**src/rtl/pe_chain_ctrl.sv**
```systemverilog
// Sequencer and result collector for a linear chain of PE multiply-accumulate cells.
// Optional abort input is enabled by defining PE_CHAIN_CTRL_ABORT_EN.
module pe_chain_ctrl #(
   parameter int unsigned N     = 4,
   parameter int unsigned WIDTH = 8,
   parameter int unsigned K_W   = 8
) (
   input  logic               clk,
   input  logic               rst,
`ifdef PE_CHAIN_CTRL_ABORT_EN
   input  logic               abort,
`endif
   input  logic               start,
   input  logic [K_W-1:0]     k_len,
   output logic               busy,
   output logic               done,
   output logic [2*N-1:0]     ctl_bus,
   output logic               feed_en,
   input  logic [WIDTH-1:0]   chain_in,
   output logic [WIDTH-1:0]   m_data,
   output logic [3:0]         m_idx,
   output logic               m_valid,
   input  logic               m_ready
);

   localparam int unsigned CW = K_W + 1;
   localparam int unsigned EW = K_W + 6;
   localparam int unsigned JW = 5;

   localparam logic [2:0] S_IDLE    = 3'd0;
   localparam logic [2:0] S_CLEAR   = 3'd1;
   localparam logic [2:0] S_COMPUTE = 3'd2;
   localparam logic [2:0] S_DRAIN   = 3'd3;
   localparam logic [2:0] S_DONE    = 3'd4;

   localparam logic [2*N-1:0] CTL_CLR = '0;
   localparam logic [2*N-1:0] CTL_ACC = {N{2'b10}};

   logic [2:0]        r_state, w_nxt_state;
   logic [K_W-1:0]    r_k, w_nxt_k;
   logic [CW-1:0]     r_c, w_nxt_c;
   logic [JW-1:0]     r_j, w_nxt_j;
   logic [2*N-1:0]    r_ctl, w_nxt_ctl;
   logic              r_feed, w_nxt_feed;
   logic              r_busy, w_nxt_busy;
   logic              r_done, w_nxt_done;
   logic [WIDTH-1:0]  r_m_data, w_nxt_m_data;
   logic [3:0]        r_m_idx, w_nxt_m_idx;
   logic              r_m_valid, w_nxt_m_valid;

   logic [EW-1:0]     w_span;
   logic [CW-1:0]     w_c_inc;
   logic [JW-1:0]     w_j_inc;
   logic              w_last_c;
   logic              w_slot_free;
   logic              w_load;

   // PE j reads out its accumulator, all others keep passing i_out through
   function automatic logic [2*N-1:0] ctl_sel(input logic [JW-1:0] j);
      logic [2*N-1:0] v;
      v = '0;
      for (int unsigned p = 0; p < N; p++)
         v[2*p +: 2] = (JW'(p) == j) ? 2'd1 : 2'd2;
      return v;
   endfunction

   assign w_span      = EW'(r_k) + EW'(N - 1);
   assign w_c_inc     = r_c + CW'(1);
   assign w_j_inc     = r_j + JW'(1);
   assign w_last_c    = (EW'(w_c_inc) == w_span);
   assign w_slot_free = !r_m_valid || m_ready;
   assign w_load      = (r_j < JW'(N)) && w_slot_free;

   always_comb begin
      w_nxt_state   = r_state;
      w_nxt_k       = r_k;
      w_nxt_c       = r_c;
      w_nxt_j       = r_j;
      w_nxt_ctl     = r_ctl;
      w_nxt_feed    = r_feed;
      w_nxt_done    = 1'b0;
      w_nxt_m_data  = r_m_data;
      w_nxt_m_idx   = r_m_idx;
      w_nxt_m_valid = r_m_valid;

      case (r_state)
         S_IDLE: begin
            w_nxt_ctl  = CTL_CLR;
            w_nxt_feed = 1'b0;
            if (start) begin
               w_nxt_k     = k_len;
               w_nxt_c     = '0;
               w_nxt_state = S_CLEAR;
            end
         end
         S_CLEAR: begin
            w_nxt_c = '0;
            if (w_span == '0) begin
               w_nxt_state = S_DRAIN;
               w_nxt_j     = '0;
               w_nxt_ctl   = ctl_sel('0);
               w_nxt_feed  = 1'b0;
            end else begin
               w_nxt_state = S_COMPUTE;
               w_nxt_ctl   = CTL_ACC;
               w_nxt_feed  = (r_k != '0);
            end
         end
         S_COMPUTE: begin
            // Extra N-1 cycles let the last operand ripple down to PE N-1
            if (w_last_c) begin
               w_nxt_state = S_DRAIN;
               w_nxt_j     = '0;
               w_nxt_ctl   = ctl_sel('0);
               w_nxt_feed  = 1'b0;
            end else begin
               w_nxt_c    = w_c_inc;
               w_nxt_feed = (w_c_inc < CW'(r_k));
            end
         end
         S_DRAIN: begin
            w_nxt_feed = 1'b0;
            if (w_load) begin
               w_nxt_m_data  = chain_in;
               w_nxt_m_idx   = 4'(r_j);
               w_nxt_m_valid = 1'b1;
               w_nxt_j       = w_j_inc;
               w_nxt_ctl     = ctl_sel(w_j_inc);
            end else if (r_j >= JW'(N) && w_slot_free) begin
               w_nxt_m_valid = 1'b0;
               w_nxt_state   = S_DONE;
               w_nxt_ctl     = CTL_CLR;
               w_nxt_done    = 1'b1;
               w_nxt_j       = '0;
            end
         end
         S_DONE: begin
            w_nxt_state = S_IDLE;
            w_nxt_ctl   = CTL_CLR;
            w_nxt_j     = '0;
         end
         default: begin
            w_nxt_state   = S_IDLE;
            w_nxt_ctl     = CTL_CLR;
            w_nxt_feed    = 1'b0;
            w_nxt_m_valid = 1'b0;
            w_nxt_j       = '0;
         end
      endcase

`ifdef PE_CHAIN_CTRL_ABORT_EN
      if (abort && r_state != S_IDLE) begin
         w_nxt_state   = S_IDLE;
         w_nxt_ctl     = CTL_CLR;
         w_nxt_feed    = 1'b0;
         w_nxt_m_valid = 1'b0;
         w_nxt_done    = 1'b0;
         w_nxt_j       = '0;
         w_nxt_c       = '0;
      end
`endif

      w_nxt_busy = (w_nxt_state != S_IDLE);
   end

   always_ff @(posedge clk or negedge rst) begin
      if (!rst) begin
         r_state   <= S_IDLE;
         r_k       <= '0;
         r_c       <= '0;
         r_j       <= '0;
         r_ctl     <= '0;
         r_feed    <= 1'b0;
         r_busy    <= 1'b0;
         r_done    <= 1'b0;
         r_m_data  <= '0;
         r_m_idx   <= '0;
         r_m_valid <= 1'b0;
      end else begin
         r_state   <= w_nxt_state;
         r_k       <= w_nxt_k;
         r_c       <= w_nxt_c;
         r_j       <= w_nxt_j;
         r_ctl     <= w_nxt_ctl;
         r_feed    <= w_nxt_feed;
         r_busy    <= w_nxt_busy;
         r_done    <= w_nxt_done;
         r_m_data  <= w_nxt_m_data;
         r_m_idx   <= w_nxt_m_idx;
         r_m_valid <= w_nxt_m_valid;
      end
   end

   assign busy    = r_busy;
   assign done    = r_done;
   assign ctl_bus = r_ctl;
   assign feed_en = r_feed;
   assign m_data  = r_m_data;
   assign m_idx   = r_m_idx;
   assign m_valid = r_m_valid;

endmodule

```
**config.mk**
```make
export PLATFORM = sky130hd
export DESIGN_NAME = pe_chain_ctrl
export DESIGN_NICKNAME = d
export VERILOG_FILES = /design/src/rtl/pe_chain_ctrl.sv
export SDC_FILE = /design/constraint.sdc
export NUM_CORES = 1
export LEC_CHECK = 0
export CAP_MARGIN = 20
export CORE_ASPECT_RATIO = 1.2
export CORE_MARGIN = 5
export CORE_UTILIZATION = 58
export CTS_CLUSTER_DIAMETER = 30
export DETAILED_ROUTE_END_ITERATION = 10
export PLACE_DENSITY = 0.85
export SETUP_SLACK_MARGIN = 0.3
export SLEW_MARGIN = 5
export SYNTH_ARGS = -nofsm -noshare
export SYNTH_HDL_FRONTEND = slang
export SYNTH_SLANG_ARGS = --single-unit
```
**constraint.sdc**
```tcl
create_clock -name clk -period 5.44 [get_ports clk]
set_clock_uncertainty 0.2 [all_clocks]
set_input_delay 1.36 -clock clk [delete_from_list [all_inputs] [get_ports clk]]
set_output_delay 1.36 -clock clk [all_outputs]
set_load 0.02 [all_outputs]
```
==> impl_metrics.toml, run 1 <==
[cells_and_area]
n_antenna_cell = 0
synthToLayoutAreaGrowth_pct = 21.9
seq_area_mm2 = 0.00123
multi_input_area_mm2 = 0.00148
fin_nets = 377
drive_gt1_share_pct = 7.89
fillers = 321

[global_route]
antenna_found_initial = 0
grt_pass1_vias = 2402
grt_max_degree = 50
grt_pass1_wl_um = 10600
track_usage_pct = 21.3
gr-total-overflow = 0

[floorplan]
core_mm2 = 0.00463
die_h_um = 86.2
die_w_um = 73.5
fp.dieArea_mm2 = 0.00634
fp-row-count = 27
start_util_pct = 60.7
io_pins = 44

[setup_path]
arrival_ns = 3.31
cp_max_fo = 20
reg2reg_setup_slack_ns = 2.13
critPathKind = "in2reg"
start_kind = "input port"
crit_path_end_kind = "register"
worstPathRequired_ns = 5.43

[synth]
yosys.area.top_type = "dfrtp_1"
yosysSeqAreaShare_pct = 43.7
synth-compound-area-share_pct = 18.6
synth_nets = 332
synth_cells = 296
synth-simple-area-share_pct = 19.4
synth_seq_cells = 49
synthArstFlopShare_pct = 100
muxShareOfSynthArea_pct = 1.34
synth_adder_area_share_pct = 7.13
synth_edf_count = 0
yosys.area.top_type_share_pct = 43.7
syn_avg_cell_area_um2 = 9.49
synthTopCellsByCount = "dfrtp_1, nand2_1, o21ai_0, inv_1, ha_1"
yosys.cell_count.top_type = "dfrtp_1"
synth_top_family_by_area = "simple AND/OR/NAND/NOR gates"
ys_types = 54
yosysWarningCount = 0
synth-xor-area-share_pct = 6.11
synth_area_mm2 = 0.00281
synth_ff_type = "dfrtp_1"
synthTopCellsByArea = "dfrtp_1, ha_1, nand2_1"

[timing]
setup-violations-final = 0
fin_tns_setup_ns = 0
rsz0062_at_grt = "no"
min_period_over_period_pct = 61.1
maxSlewViolCount = 0
fmax_ghz = 0.301
period_needed_ns = 3.32
tightest_slew_ns = 0.640
hold_viol = 0
maxSlewHeadroom_pct = 57.1

[cts]
cts-root-buf = "clkbuf_8"
path_clk_slew_ns = 0.09
insertion_delay_ns = 0.30
cts_tree = "yes"
post_cts_buffers = 0
htree_levels = 2
cts_buffers = 5
clock_path_buffers = 2
post_cts_resized = 0
cts_hold_buf = 0
clock_sinks = 49

[routing]
drt_iter0_markers = 132
firstDrtPassIters = 5
antenna_left = 0
avgViaCountPerCell = 5.73
drt_drc_violations_left = 0
routed_wirelength_um = 6270
num_vias = 2293
routedWlPerCell_um = 15.7

[worst_hold_path]
hold_path.class = "reg2reg"

[power]
p_leak_nw = 1.57
vdd.ir_drop.worst_mv = 0.320
powerDensity_mw_per_mm2 = 586
power_w = 0.00201

[place]
gp_congestion = 0.878
io_buffers = 43
place_hpwl_um = 4660

[status]
status = "finished, final reports clean"

[run]
drv_cap = 0
==> worst max-delay path: stages <==
cell             delay, ns
clkdlybuf4s50_1       0.41
nand2b_1              0.18
nand4_1               0.10
buf_4                 0.24
inv_1                 0.22
and2_1                0.24
a211o_1               0.30
mux2_4                0.26
==> flip-flops by register name, indices dropped and copies added (netlist names) <==
name / flops
busy: 1
ctl_bus: 8
done: 1
feed_en: 1
m_data: 8
m_idx: 4
m_valid: 1
r_c: 9
r_j: 5
r_k: 8
r_state: 3
==> cells by family (layout without fill, tap and decap cells) <==
| logic type | count (synthesis) | count (layout) |
|---|---|---|
| simple gates | 110 | 110 |
| compound gates | 74 | 74 |
| mux | 3 | 3 |
| buf+inv | 27 | 73 |
| fa+ha+maj | 16 | 16 |
| xor+xnor | 17 | 17 |
| flops | 49 | 49 |
==> per-stage QoR <==
stage                     util [%]  hold slack (ns)  setup WS, ns  instance area, um2  std cells
final                         74.0            0.289          2.12                3420        400
after global routing          74.0            0.320          1.99                3420        400
after CTS                     73.5            0.294          2.13                3400        399
after detailed placement      71.0            0.272          1.81                3290        391
after global placement        71.0            0.266          1.86                3290        391
after floorplan                  -            0.301          2.42                2810        296
==> layout make-up <==
cell class | instances | area share, %
Sequential cell | 49 | 35.8
Tap cell | 58 | 2.12
Inverter | 19 | 2.08
Clock buffer | 7 | 2.52
Clock inverter | 1 | 0.877
Timing Repair Buffer | 46 | 13.5
Multi-Input combinational cell | 220 | 43.1
==> per-layer routing <==
layer	part of all wire, %	global-route usage [%]
met1	41	24.8
met2	53	37.8
met3	3.9	3.94
met4	2.6	8.73
met5	0	0
==> power breakdown <==
part / internal [W] / leakage, nW / total (W) / switching, W
clock network: 0.000150 / 0.0585 / 0.000270 / 0.000120
registers: 0.000498 / 0.607 / 0.000648 / 0.000150
logic: 0.000487 / 0.901 / 0.00109 / 0.000600
==> cell usage in the layout, fill, tap and decap left out, drive strengths merged, types with 2 or more instances in the layout <==
cell           count
a31oi              2
dfrtp             49
o31a               2
mux2               3
o21a               7
nand2b             3
xor2               4
ha                16
nor2b              2
nor3              15
buf                4
nand2             47
inv               18
or3                3
a22o              10
o21ai             24
a21oi             12
a21o               2
and2               6
clkbuf             7
nor2              14
a211o              3
nand4              4
o31ai              2
nand3              7
clkdlybuf4s50     42
and3               2
xnor2             12
nor4               2
==> path summary, 6_finish.rpt <==
path | start | to | cells after the start
worst max-delay path | m_ready | ctl_bus[0] | 8
worst min-delay path | m_data[4] | m_data[4] | 2
min in group asynchronous | rst | busy | 1
max in group asynchronous | rst | ctl_bus[3] | 2
worst min register to register | m_data[4] | m_data[4] | 2
worst max register to register | r_k[0] | r_c[8] | 9
(Power assumes the default switching activity.)
==> run 2, diff against run 1 <==
--- a/config.mk
+++ b/config.mk
@@ -8,10 +8,10 @@
 export CAP_MARGIN = 20
 export CORE_ASPECT_RATIO = 1.2
 export CORE_MARGIN = 5
-export CORE_UTILIZATION = 58
+export CORE_UTILIZATION = 49
 export CTS_CLUSTER_DIAMETER = 30
 export DETAILED_ROUTE_END_ITERATION = 10
-export PLACE_DENSITY = 0.85
+export PLACE_DENSITY = 0.77
 export SETUP_SLACK_MARGIN = 0.3
 export SLEW_MARGIN = 5
 export SYNTH_ARGS = -nofsm -noshare
==> constraint.sdc (replaced) <==
create_clock -name clk -period 2.9 [get_ports clk]
set_clock_uncertainty 0.2 [all_clocks]
set_input_delay 0.725 -clock clk [delete_from_list [all_inputs] [get_ports clk]]
set_output_delay 0.725 -clock clk [all_outputs]
set_load 0.02 [all_outputs]
==> impl_metrics.toml, run 2 (synthesis gave the netlist of run 1 again) <==
[routing]
routedWlPerCell_um = 15.1
routed.top_layer = "met4"
wl_met1_um = 2720
firstDrtPassIters = 4
avgViaCountPerCell = 5.56
antenna_left = 0
drt_drc_violations_left = 0
wl_met2_um = 3320
routed_wirelength_um = 6470
num_vias = 2378
drt_iter0_markers = 109
wl_met3_um = 283

[timing]
rsz0062_at_grt = "yes"
period_needed_ns = 2.81
maxSlewViolCount = 0
hold_viol = 0
maxSlewHeadroom_pct = 62.7
fmax_ghz = 0.356
setup-violations-final = 0
tightest_slew_ns = 0.555
min_period_over_period_pct = 96.8

[power]
power_frac_clock_pct = 9.9
p_int_w = 0.00231
p_seq_share_pct = 29.1
p_comb_share_pct = 60.9
power_w = 0.00404
powerDensity_mw_per_mm2 = 1100
power.switching_w = 0.00173
p_leak_nw = 1.68
vdd.ir_drop.worst_mv = 0.663
switching_share_pct = 42.9

[cells_and_area]
largest_register_ffs = 9
drive_gt1_share_pct = 17.0
top_register = "r_c"
finalCoreUtilization_pct = 65.5
final_cell_mix = "dfrtp_1, nand2_1, clkdlybuf4s50_1"
synthToLayoutAreaGrowth_pct = 31.3
n_antenna_cell = 0
fin_nets = 399
final_common_cell = "dfrtp_1"

[setup_path]
crit_path_end = "r_j[0]"
start_kind = "register"
crit_path_end_kind = "register"
r2r_cells = 8
cpMaxStageDelayCell = "or4_4"
arrival_ns = 2.80
worstPathRequired_ns = 2.89
rr_startpoint = "r_c[1]"
crit_family = "compound AO/OA/AOI/OAI gates"
worstReg2RegEnd = "r_j[0]"
setup.worst_path.start = "r_c[1]"
cp_num_cells = 8
path_cells = "ha_2 -> nand3_2 -> o21a_1 -> or4_4 -> a221oi_4 -> nand3_4 -> o31a_1 -> mux2_4"
critPathMaxStageDelay_ns = 0.55
critPathKind = "reg2reg"
path_buf_inv = 0
reg2reg_setup_slack_ns = 0.09
cp_max_fo = 5

[cts]
insertion_delay_ns = 0.30
clock_path_buffers = 2
htree_levels = 2
cts-root-buf = "clkbuf_8"
cts_buffers = 5
path_clk_slew_ns = 0.09
clock_sinks = 49
cts_tree = "yes"

[global_route]
grt_pass1_vias = 2451
track_usage_pct = 18.8
antenna_found_initial = 0
grt_pass1_wl_um = 11000
grt_max_degree = 50
gr-total-overflow = 0

[floorplan]
fp-row-count = 30
io_pins = 44
die_h_um = 92.9
core_mm2 = 0.00563
fp.dieArea_mm2 = 0.00735
die_w_um = 79.1
start_util_pct = 49.9

[status]
status = "finished, final reports clean"

[place]
gp_congestion = 0.900
io_buffers = 43
place_hpwl_um = 4760

[worst_hold_path]
hold_path.class = "in2async"

[run]
drv_cap = 0
[run 2: cell count changes in the layout (fill, tap and decap cells not counted), sizes merged]
cell,change
buf,+22
clkinvlp,+2
clkbuf,-1
bufinv,-1
[run 2: worst min path at each step]
stage               from         to  slack (ns)  cells past startpoint
2_1_floorplan        rst       busy        0.23                      0
3_3_place_gp   m_data[4]  m_data[4]        0.26                      2
3_5_place_dp   m_data[1]  m_data[1]        0.26                      2
4_1_cts              rst     r_k[4]        0.20                      2
5_1_grt              rst     r_k[4]        0.21                      2
6_report             rst     r_k[3]        0.20                      2
[run 2: cell type report]
| cell class | instances | area, um2 |
|---|---|---|
| multi-input cells | 220 | 1580 |
| clock buffers | 6 | 72.6 |
| fillers | 465 | 1940 |
| inverters | 19 | 71.3 |
| repair buffers | 68 | 641 |
| clock inverters | 2 | 15.0 |
| well taps | 64 | 80.1 |
| flip-flops and latches | 49 | 1230 |
[run 2: stage by stage]
step	setup TNS (ns)	setup WS (ns)	hold slack, ns	std cells	area [um2]
floorplan	-0.00540	-0.00311	0.229	296	2830
global placement	0	0.0949	0.258	412	3450
detailed placement	0	0.0531	0.261	412	3450
CTS	0	0.103	0.204	426	3620
global route	-0.00554	-0.00554	0.214	428	3690
finish	0	0.0938	0.196	428	3690
[run 2: power by group through the flow]
stage          registers [W]  logic [W]  clock network [W]
6_report             0.00118    0.00246           0.000401
5_1_grt              0.00122    0.00271           0.000433
4_1_cts              0.00118    0.00237           0.000407
3_5_place_dp         0.00119    0.00221                  0
3_3_place_gp         0.00118    0.00217                  0
2_1_floorplan        0.00129    0.00134                  0
[run 2: per-layer routing]
layer,track usage [%],vias up
li1,-,1168
met3,4.67,17
met2,32.7,51
met1,22.6,1142
met4,6.45,0
met5,0,-
[run 2: timing repair]
action / CTS / global route
hold buffers: 0 / 0
endpoints found under the setup margin: 23 / 23
buffers inserted: 6 / 2
pin swaps: 12 / 10
gates resized for setup: 9 / 11
==> run 3, diff against run 2 <==
--- a/config.mk
+++ b/config.mk
@@ -11,8 +11,7 @@
 export CORE_UTILIZATION = 49
 export CTS_CLUSTER_DIAMETER = 30
 export DETAILED_ROUTE_END_ITERATION = 10
-export PLACE_DENSITY = 0.77
-export SETUP_SLACK_MARGIN = 0.3
+export PLACE_DENSITY_LB_ADDON = 0.15
 export SLEW_MARGIN = 5
 export SYNTH_ARGS = -nofsm -noshare
 export SYNTH_HDL_FRONTEND = slang
==> impl_metrics.toml, run 3 (synthesis gave the netlist of run 1 again) <==
[status]
status = "finished, final reports clean"

[cts]
cts_tree = "yes"
path_clk_slew_ns = 0.09
htree_levels = 2
clock_sinks = 49
clock_path_buffers = 2
cts-root-buf = "clkbuf_8"
insertion_delay_ns = 0.29
cts_hold_buf = 0
cts_buffers = 5

[cells_and_area]
finalCoreUtilization_pct = 63.8
fin_nets = 396
largest_register_ffs = 9
final_cell_mix = "dfrtp_1, nand2_1, clkdlybuf4s50_1"
synthToLayoutAreaGrowth_pct = 28.0
fin_cells = 425
n_antenna_cell = 0
top_register = "r_c"
final_common_cell = "dfrtp_1"
postLayoutCellArea_mm2 = 0.00359
drive_gt1_share_pct = 14.1

[power]
powerDensity_mw_per_mm2 = 1080
p_leak_nw = 1.66
vdd.ir_drop.worst_mv = 0.555

[timing]
maxSlewHeadroom_pct = 60.5
hold_viol = 0
maxSlewViolCount = 0
fin_ws_ns = 0.00855
tightest_slew_ns = 0.593
setup-violations-final = 0
finalHoldWorstSlack_ns = 0.221
rsz0062_at_grt = "yes"
min_period_over_period_pct = 99.7
fmax_ghz = 0.346
period_needed_ns = 2.89

[floorplan]
die_w_um = 79.1
start_util_pct = 49.9
die_h_um = 92.9
core_mm2 = 0.00563
fp-row-count = 30
io_pins = 44
fp.dieArea_mm2 = 0.00735

[routing]
routed_wirelength_um = 6730
num_vias = 2366
drt_drc_violations_left = 0
drt_iter0_markers = 68
avgViaCountPerCell = 5.57
firstDrtPassIters = 4
routedWlPerCell_um = 15.8
antenna_left = 0

[setup_path]
start_kind = "register"
reg2reg_setup_slack_ns = 0.009
arrival_ns = 2.88
r2r_cells = 9
worstReg2RegEnd = "r_j[0]"
rr_startpoint = "r_k[1]"
critPathKind = "reg2reg"
cp_max_fo = 5
worstPathRequired_ns = 2.89
crit_path_end_kind = "register"

[global_route]
grt_util_met1_pct = 22.6
grt-busiest-layer = "met2"
gr-total-overflow = 0
grt_pass1_vias = 2470
use_met3_pct = 3.40
use_met2_pct = 36.3
grt_max_degree = 28
track_usage_pct = 19.6
grt_pass1_wl_um = 11500
antenna_found_initial = 0

[place]
dp_slack_ns = 0.0376
dp_cells = 412
io_buffers = 43
place_hpwl_um = 5110
placed_area_mm2 = 0.00345
gp_congestion = 0.854

[worst_hold_path]
hold_path.class = "in2async"

[run]
drv_cap = 0
-- run 3: timing repair --
item,4_1_cts,5_1_grt
gates resized for setup,0,6
setup buffers,0,5
setup endpoints to repair,0,18
-- run 3: worst max path at each step --
stage                      start  slack, ns  depth (start not counted)      to
final                     r_k[1]      0.009                          9  r_j[0]
after floorplan           r_k[0]     -0.004                          9  r_j[0]
after detailed placement  r_k[1]       0.04                          9  r_j[0]
after CTS                 r_k[1]       0.01                          9  r_j[0]
after global placement    r_k[0]       0.08                          9  r_j[0]
after global routing      r_k[1]      -0.08                          9  r_j[0]
-- run 3: area by class of cell --
cell class,instances,area [um2]
fill,504,2040
sequential,49,1230
tap,64,80.1
inverter,19,71.3
clock inverter,2,10.0
timing repair buffer,65,607
clock buffer,6,72.6
multi-input combinational,220,1530
-- run 3: report_power, final --
part	total (W)	internal, W	switching (W)
Clock	0.000387	0.000168	0.000220
Combinational	0.00232	0.00112	0.00120
Sequential	0.00119	0.000934	0.000254
-- run 3: critical path, stage by stage, from the launching register on --
cell      delay [ns]
dfrtp_1         0.37
inv_1           0.08
ha_4            0.16
nand2b_4        0.15
o21a_4          0.22
or4_4           0.49
a221oi_4        0.39
nand3_4         0.13
o31a_1          0.32
mux2_4          0.27
-- run 3: per-layer routing --
metal  vias to the layer above  part of all wire (%)  wire length (um)
li1                       1175                     -                 -
met1                      1141                    42              2840
met2                        38                    53              3600
met3                        12                   2.6               176
met4                         0                   1.7               117
met5                         -                     0                 0
-- run 3: metrics by stage --
stage	power, W	TNS (ns)
finish	0.00389	0
global route	0.00421	-0.145
CTS	0.00381	0
detailed placement	0.00341	0
global placement	0.00335	0
floorplan	0.00263	-0.00630
==> RTL change 1 (settings of run 3) <==
The parameter `N` goes from 4 to 5.
--- a/src/rtl/pe_chain_ctrl.sv
+++ b/src/rtl/pe_chain_ctrl.sv
@@ -3,3 +3,3 @@
 module pe_chain_ctrl #(
-   parameter int unsigned N     = 4,
+   parameter int unsigned N     = 5,
    parameter int unsigned WIDTH = 8,
Ports: changed (resized ctl_bus); port bits go from 44 to 46. No check against the original RTL was run, so the function may have changed too.
==> RTL change 1 against run 3 <==
Design area rose by 3.7%; worst setup slack improved by 0.11 ns; total power rose by 9.5%; sequential cell count rose by 2; synthesized area rose by 5.0%; routed wire length rose by 4.9%; synthesized cell count rose by 2.4%; critical path type unchanged; largest power group unchanged.
==> RTL change 1: results (changes against run 3) <==
[drt]
routed_wl_mm=7.057  ; +4.9%
via_per_inst=5.614  ; +0.84%
drt_iter0_drc=142  ; +110%

[grt]
grt_use_total_pct=20.00  ; +0.38 points
grt_start_max_net_pins=27  ; -3.6%
grt_pass1_wl_mm=11.87  ; +3.5%

[place]
numPortBuffers=45  ; +4.7%
placed_cell_area_um2=3547  ; +2.9%
dp_hpwl_mm=5.338  ; +4.6%
gp_congestion=0.9265  ; +8.5%

[yosys]
synthFlopType=dfrtp_1
synth_fp_nets=339  ; +2.1%
synth-seq-area-share_pct=43.28  ; -0.40 points
synth.distinct_cells=55  ; +1.9%
synth_area_leaders=dfrtp_1 43%, ha_1 6.8%, mux2_2 5.7%
synth_most_common_cell=dfrtp_1
ys_top_cells_by_count=51 x dfrtp_1, 26 x nand2_1, 22 x o21ai_0

[sta]
max_slew_margin_pct=55.75  ; -4.7 points

[power_and_ir_drop]
irDropWorstVdd_mv=0.5845  ; +5.4%
power_density_nw_per_um2=1144  ; +5.6%
leakagePower_nw=1.589  ; -4.1%

[status]
status=completed

[layout]
nFillCells=534  ; +6.0%
largest_reg_flops=10  ; +1

[critical_path]
worstPathArrival_ns=2.78  ; -0.10 ns

## RTL change 1: changes by cell type in the layout (fill, tap and decap cells not counted), moves of 4 or more
| cell | change |
|---|---|
| nor3_1 | -5 |
| o22ai_1 | +5 |
| and2_1 | -4 |
| nand3_1 | +5 |
| buf_4 | -7 |
| a22o_1 | -5 |
| nand2_1 | -21 |
| mux2_2 | +15 |
## RTL change 1: repair_timing
item	4_1_cts	5_1_grt
pin swaps	0	4
endpoints found under the setup margin	1	21
gates cloned	0	1
hold buffers	0	0
gates resized for setup	1	5
setup buffers	0	3
## RTL change 1: worst paths after layout
kind,start,end,slack [ns],cells after the start
hold reg to reg,m_idx[3],m_idx[3],0.30,1
setup reg to reg,r_c[0],ctl_bus[9],0.12,8
max in group asynchronous,rst,r_c[5],1.70,2
hold / removal,rst,m_data[5],0.23,1
min in group clk,m_idx[3],m_idx[3],0.30,1
setup / recovery,r_c[0],ctl_bus[9],0.12,8
## RTL change 1: area by class of cell
cell class,count,share of cell area (%)
Multi-Input combinational cell,222,41.92
Sequential cell,51,34.30
Timing Repair Buffer,61,15.55
Tap cell,82,2.754
Clock buffer,6,1.948
Inverter,19,1.915
Clock inverter,2,1.612
## RTL change 1: through the flow
| stage | hold WS (ns) | std cells | setup slack (ns) |
|---|---|---|---|
| floorplan | 0.2294 | 303 | 0.1581 |
| global placement | 0.2734 | 431 | 0.1185 |
| detailed placement | 0.2761 | 431 | 0.03677 |
| CTS | 0.2430 | 439 | 0.03317 |
| global route | 0.2768 | 443 | 0.001761 |
| finish | 0.2301 | 443 | 0.1167 |
## RTL change 1: worst max-delay path, cell delays in order, from the launching register on
cell and delay, ns:
dfrtp_1 0.43, ha_1 0.23, buf_4 0.15, xor2_1 0.15
ha_1 0.29, nand3b_1 0.20, a211o_1 0.36, o31ai_4 0.30
mux2_2 0.37
## RTL change 1: cell families (layout without fill, tap and decap cells)
group	after synthesis	after routing	synth area share, %
AND/OR/NAND/NOR	99	99	17.27
flip-flops	51	51	43.28
multiplexers	18	18	6.746
AO/OA/AOI/OAI	76	76	17.35
adder cells (fa/ha/maj)	16	16	6.788
XOR/XNOR	13	13	4.370
buffers and inverters	30	88	4.200
## RTL change 1: metal layers
layer	GRT usage, %	up-vias	share of wire [%]
met5	0	-	0
met4	10.70	0	3.6
met3	3.053	17	4.6
met2	34.52	76	51
met1	23.60	1186	41
li1	-	1208	-
## RTL change 1: report_power, final
| part | switching (mW) | internal (mW) | total [mW] |
|---|---|---|---|
| logic | 1.26 | 1.12 | 2.38 |
| clock network | 0.233 | 0.345 | 0.578 |
| registers | 0.303 | 0.999 | 1.30 |
| total | 1.80 | 2.46 | 4.26 |
==> RTL change 2 (settings of run 3) <==
Without the edit above. `r_j` no longer has a reset.
--- a/src/rtl/pe_chain_ctrl.sv
+++ b/src/rtl/pe_chain_ctrl.sv
@@ -170,3 +170,2 @@
          r_c       <= '0;
-         r_j       <= '0;
          r_ctl     <= '0;
@@ -182,3 +181,2 @@
          r_c       <= w_nxt_c;
-         r_j       <= w_nxt_j;
          r_ctl     <= w_nxt_ctl;
@@ -193,2 +191,6 @@
 
+   always_ff @(posedge clk) begin
+      r_j <= w_nxt_j;
+   end
+
    assign busy    = r_busy;
Formal check against the unedited RTL: same outputs for any inputs over 10 cycles, from zero or initial values and one cycle with rst low; that may be too few to reach the edited logic, so the function may still have changed.
==> RTL change 2 against run 3 <==
Critical path type unchanged; sequential cell count stayed put; design area is 1.8% lower; routed wire length is 9.1% lower; largest power group unchanged; largest cell class unchanged; clock power is 6.7% higher; total power is 18% lower; synthesized area is 0.62% higher; worst setup slack better by 0.11 ns.
==> RTL change 2: results (changes against run 3) <==
[status]
status=completed

[cts]
cts_root_buf=clkbuf_8
clk_pin_slew_ns=0.10
numCtsBuffers=5  ; unchanged
clk_latency_ns=0.31  ; +0.02 ns

[critical_path]
crit_type=reg2reg
r2r-end=r_j[2]
worstPathArrival_ns=2.58  ; -0.30 ns
ff2ff_path_depth=8  ; -1
r2r_start=r_c[1]
reg2reg_slack_ns=0.12  ; +0.11 ns
crit_fanout=5  ; unchanged

[sta]
max_slew_margin_pct=56.44  ; -4.0 points
max_freq_mhz=359.7  ; +4.0%
holdWs_ns=0.1067  ; -0.1146 ns

[place]
pre_cts_ws_ns=0.04761  ; +0.009978 ns
dp_cells=393  ; -4.6%
placed_cell_area_um2=3407  ; -1.1%
numPortBuffers=43  ; unchanged
gp_congestion=0.7971  ; -6.7%
dp_hpwl_mm=4.713  ; -7.7%

[worst_hold_path]
hold_path_class=in2async

[power_and_ir_drop]
switching_power_mw=1.350  ; -19%
leakagePower_nw=1.547  ; -6.6%
irDropWorstVdd_mv=0.6230  ; +12%

[layout]
top_register=r_c
nNetsFinal=372  ; -6.1%
drive_above_1_share_pct=15.13  ; +1.0 points
nFillCells=494  ; -2.0%

[grt]
grt_use_total_pct=17.37  ; -2.3 points
grt_start_max_net_pins=30  ; +7.1%
antenna_found_initial=0  ; unchanged
grt_pass1_wl_mm=10.23  ; -11%

[drt]
drt_iter0_drc=111  ; +63%
num_vias=2233  ; -5.6%
wl_per_cell_um=15.25  ; -3.6%
via_per_inst=5.569  ; about the same

[yosys]
synth_edf_count=5  ; +5
synth.area.mux_share_pct=4.739  ; +3.4 points
ys_top_cells_by_count=44 x dfrtp_1, 30 x nand2_1, 21 x o21ai_0
synth_xor_area_share_pct=5.890  ; -0.22 points
synth_fa_ha_area_share_pct=7.086  ; -0.044 points
async_flop_share_pct=89.80  ; -10 points
synth_area_leaders=dfrtp_1 39%, ha_1 7.1%, edfxtp_1 5.3%
synth-compound-area-share_pct=15.28  ; -3.3 points
synthFlopType=dfrtp_1
netlist_instances=280  ; -5.4%
synth.distinct_cells=58  ; +7.4%
synth-seq-area-share_pct=44.29  ; +0.61 points

## RTL change 2: how the worst max path moves through the flow
| stage | endpoint | cells past startpoint |
|---|---|---|
| 2_1_floorplan | r_j[0] | 9 |
| 3_3_place_gp | r_j[0] | 9 |
| 3_5_place_dp | ctl_bus[1] | 10 |
| 4_1_cts | r_j[2] | 9 |
| 5_1_grt | r_c[0] | 10 |
| 6_report | r_j[2] | 8 |
## RTL change 2: power groups by stage
stage               Clock (mW)  Sequential [mW]  Combinational, mW
floorplan                    0             1.21              0.962
global placement             0             1.15               1.58
detailed placement           0             1.16               1.61
CTS                      0.425             1.15               1.62
global route             0.455             1.20               1.81
finish                   0.413             1.16               1.63
## RTL change 2: routing by layer
| layer | up-vias | wire length [um] | part of all wire, % | track usage, % |
|---|---|---|---|---|
| li1 | 1119 | - | - | - |
| met1 | 1049 | 2695 | 44 | 22.48 |
| met2 | 58 | 3081 | 50 | 29.56 |
| met3 | 7 | 238 | 3.9 | 2.312 |
| met4 | 0 | 101 | 1.7 | 6.304 |
| met5 | - | 0 | 0 | 0 |
## RTL change 2: cell type report
cell class | count | area [um2] | area share [%]
tap | 64 | 80.08 | 2.270
clock buffer | 5 | 68.82 | 1.951
sequential | 49 | 1254 | 35.54
inverter | 15 | 56.30 | 1.596
clock inverter | 3 | 21.27 | 0.6031
timing repair buffer | 57 | 530.5 | 15.04
multi-input combinational | 208 | 1516 | 42.99
## RTL change 2: worst max-delay path, cell delays in order, from the launching register on
cell and delay [ns]:
dfrtp_1 0.42, ha_1 0.19, nand2_1 0.06, or3_1 0.39, o211ai_1 0.09, or3b_4 0.40, or3_4 0.38, o21ai_1 0.12
a211o_1 0.23
## RTL change 2: what timing repair did
item	CTS	global route
hold buffers	0	0
gates resized for setup	0	8
setup endpoints to repair	0	11
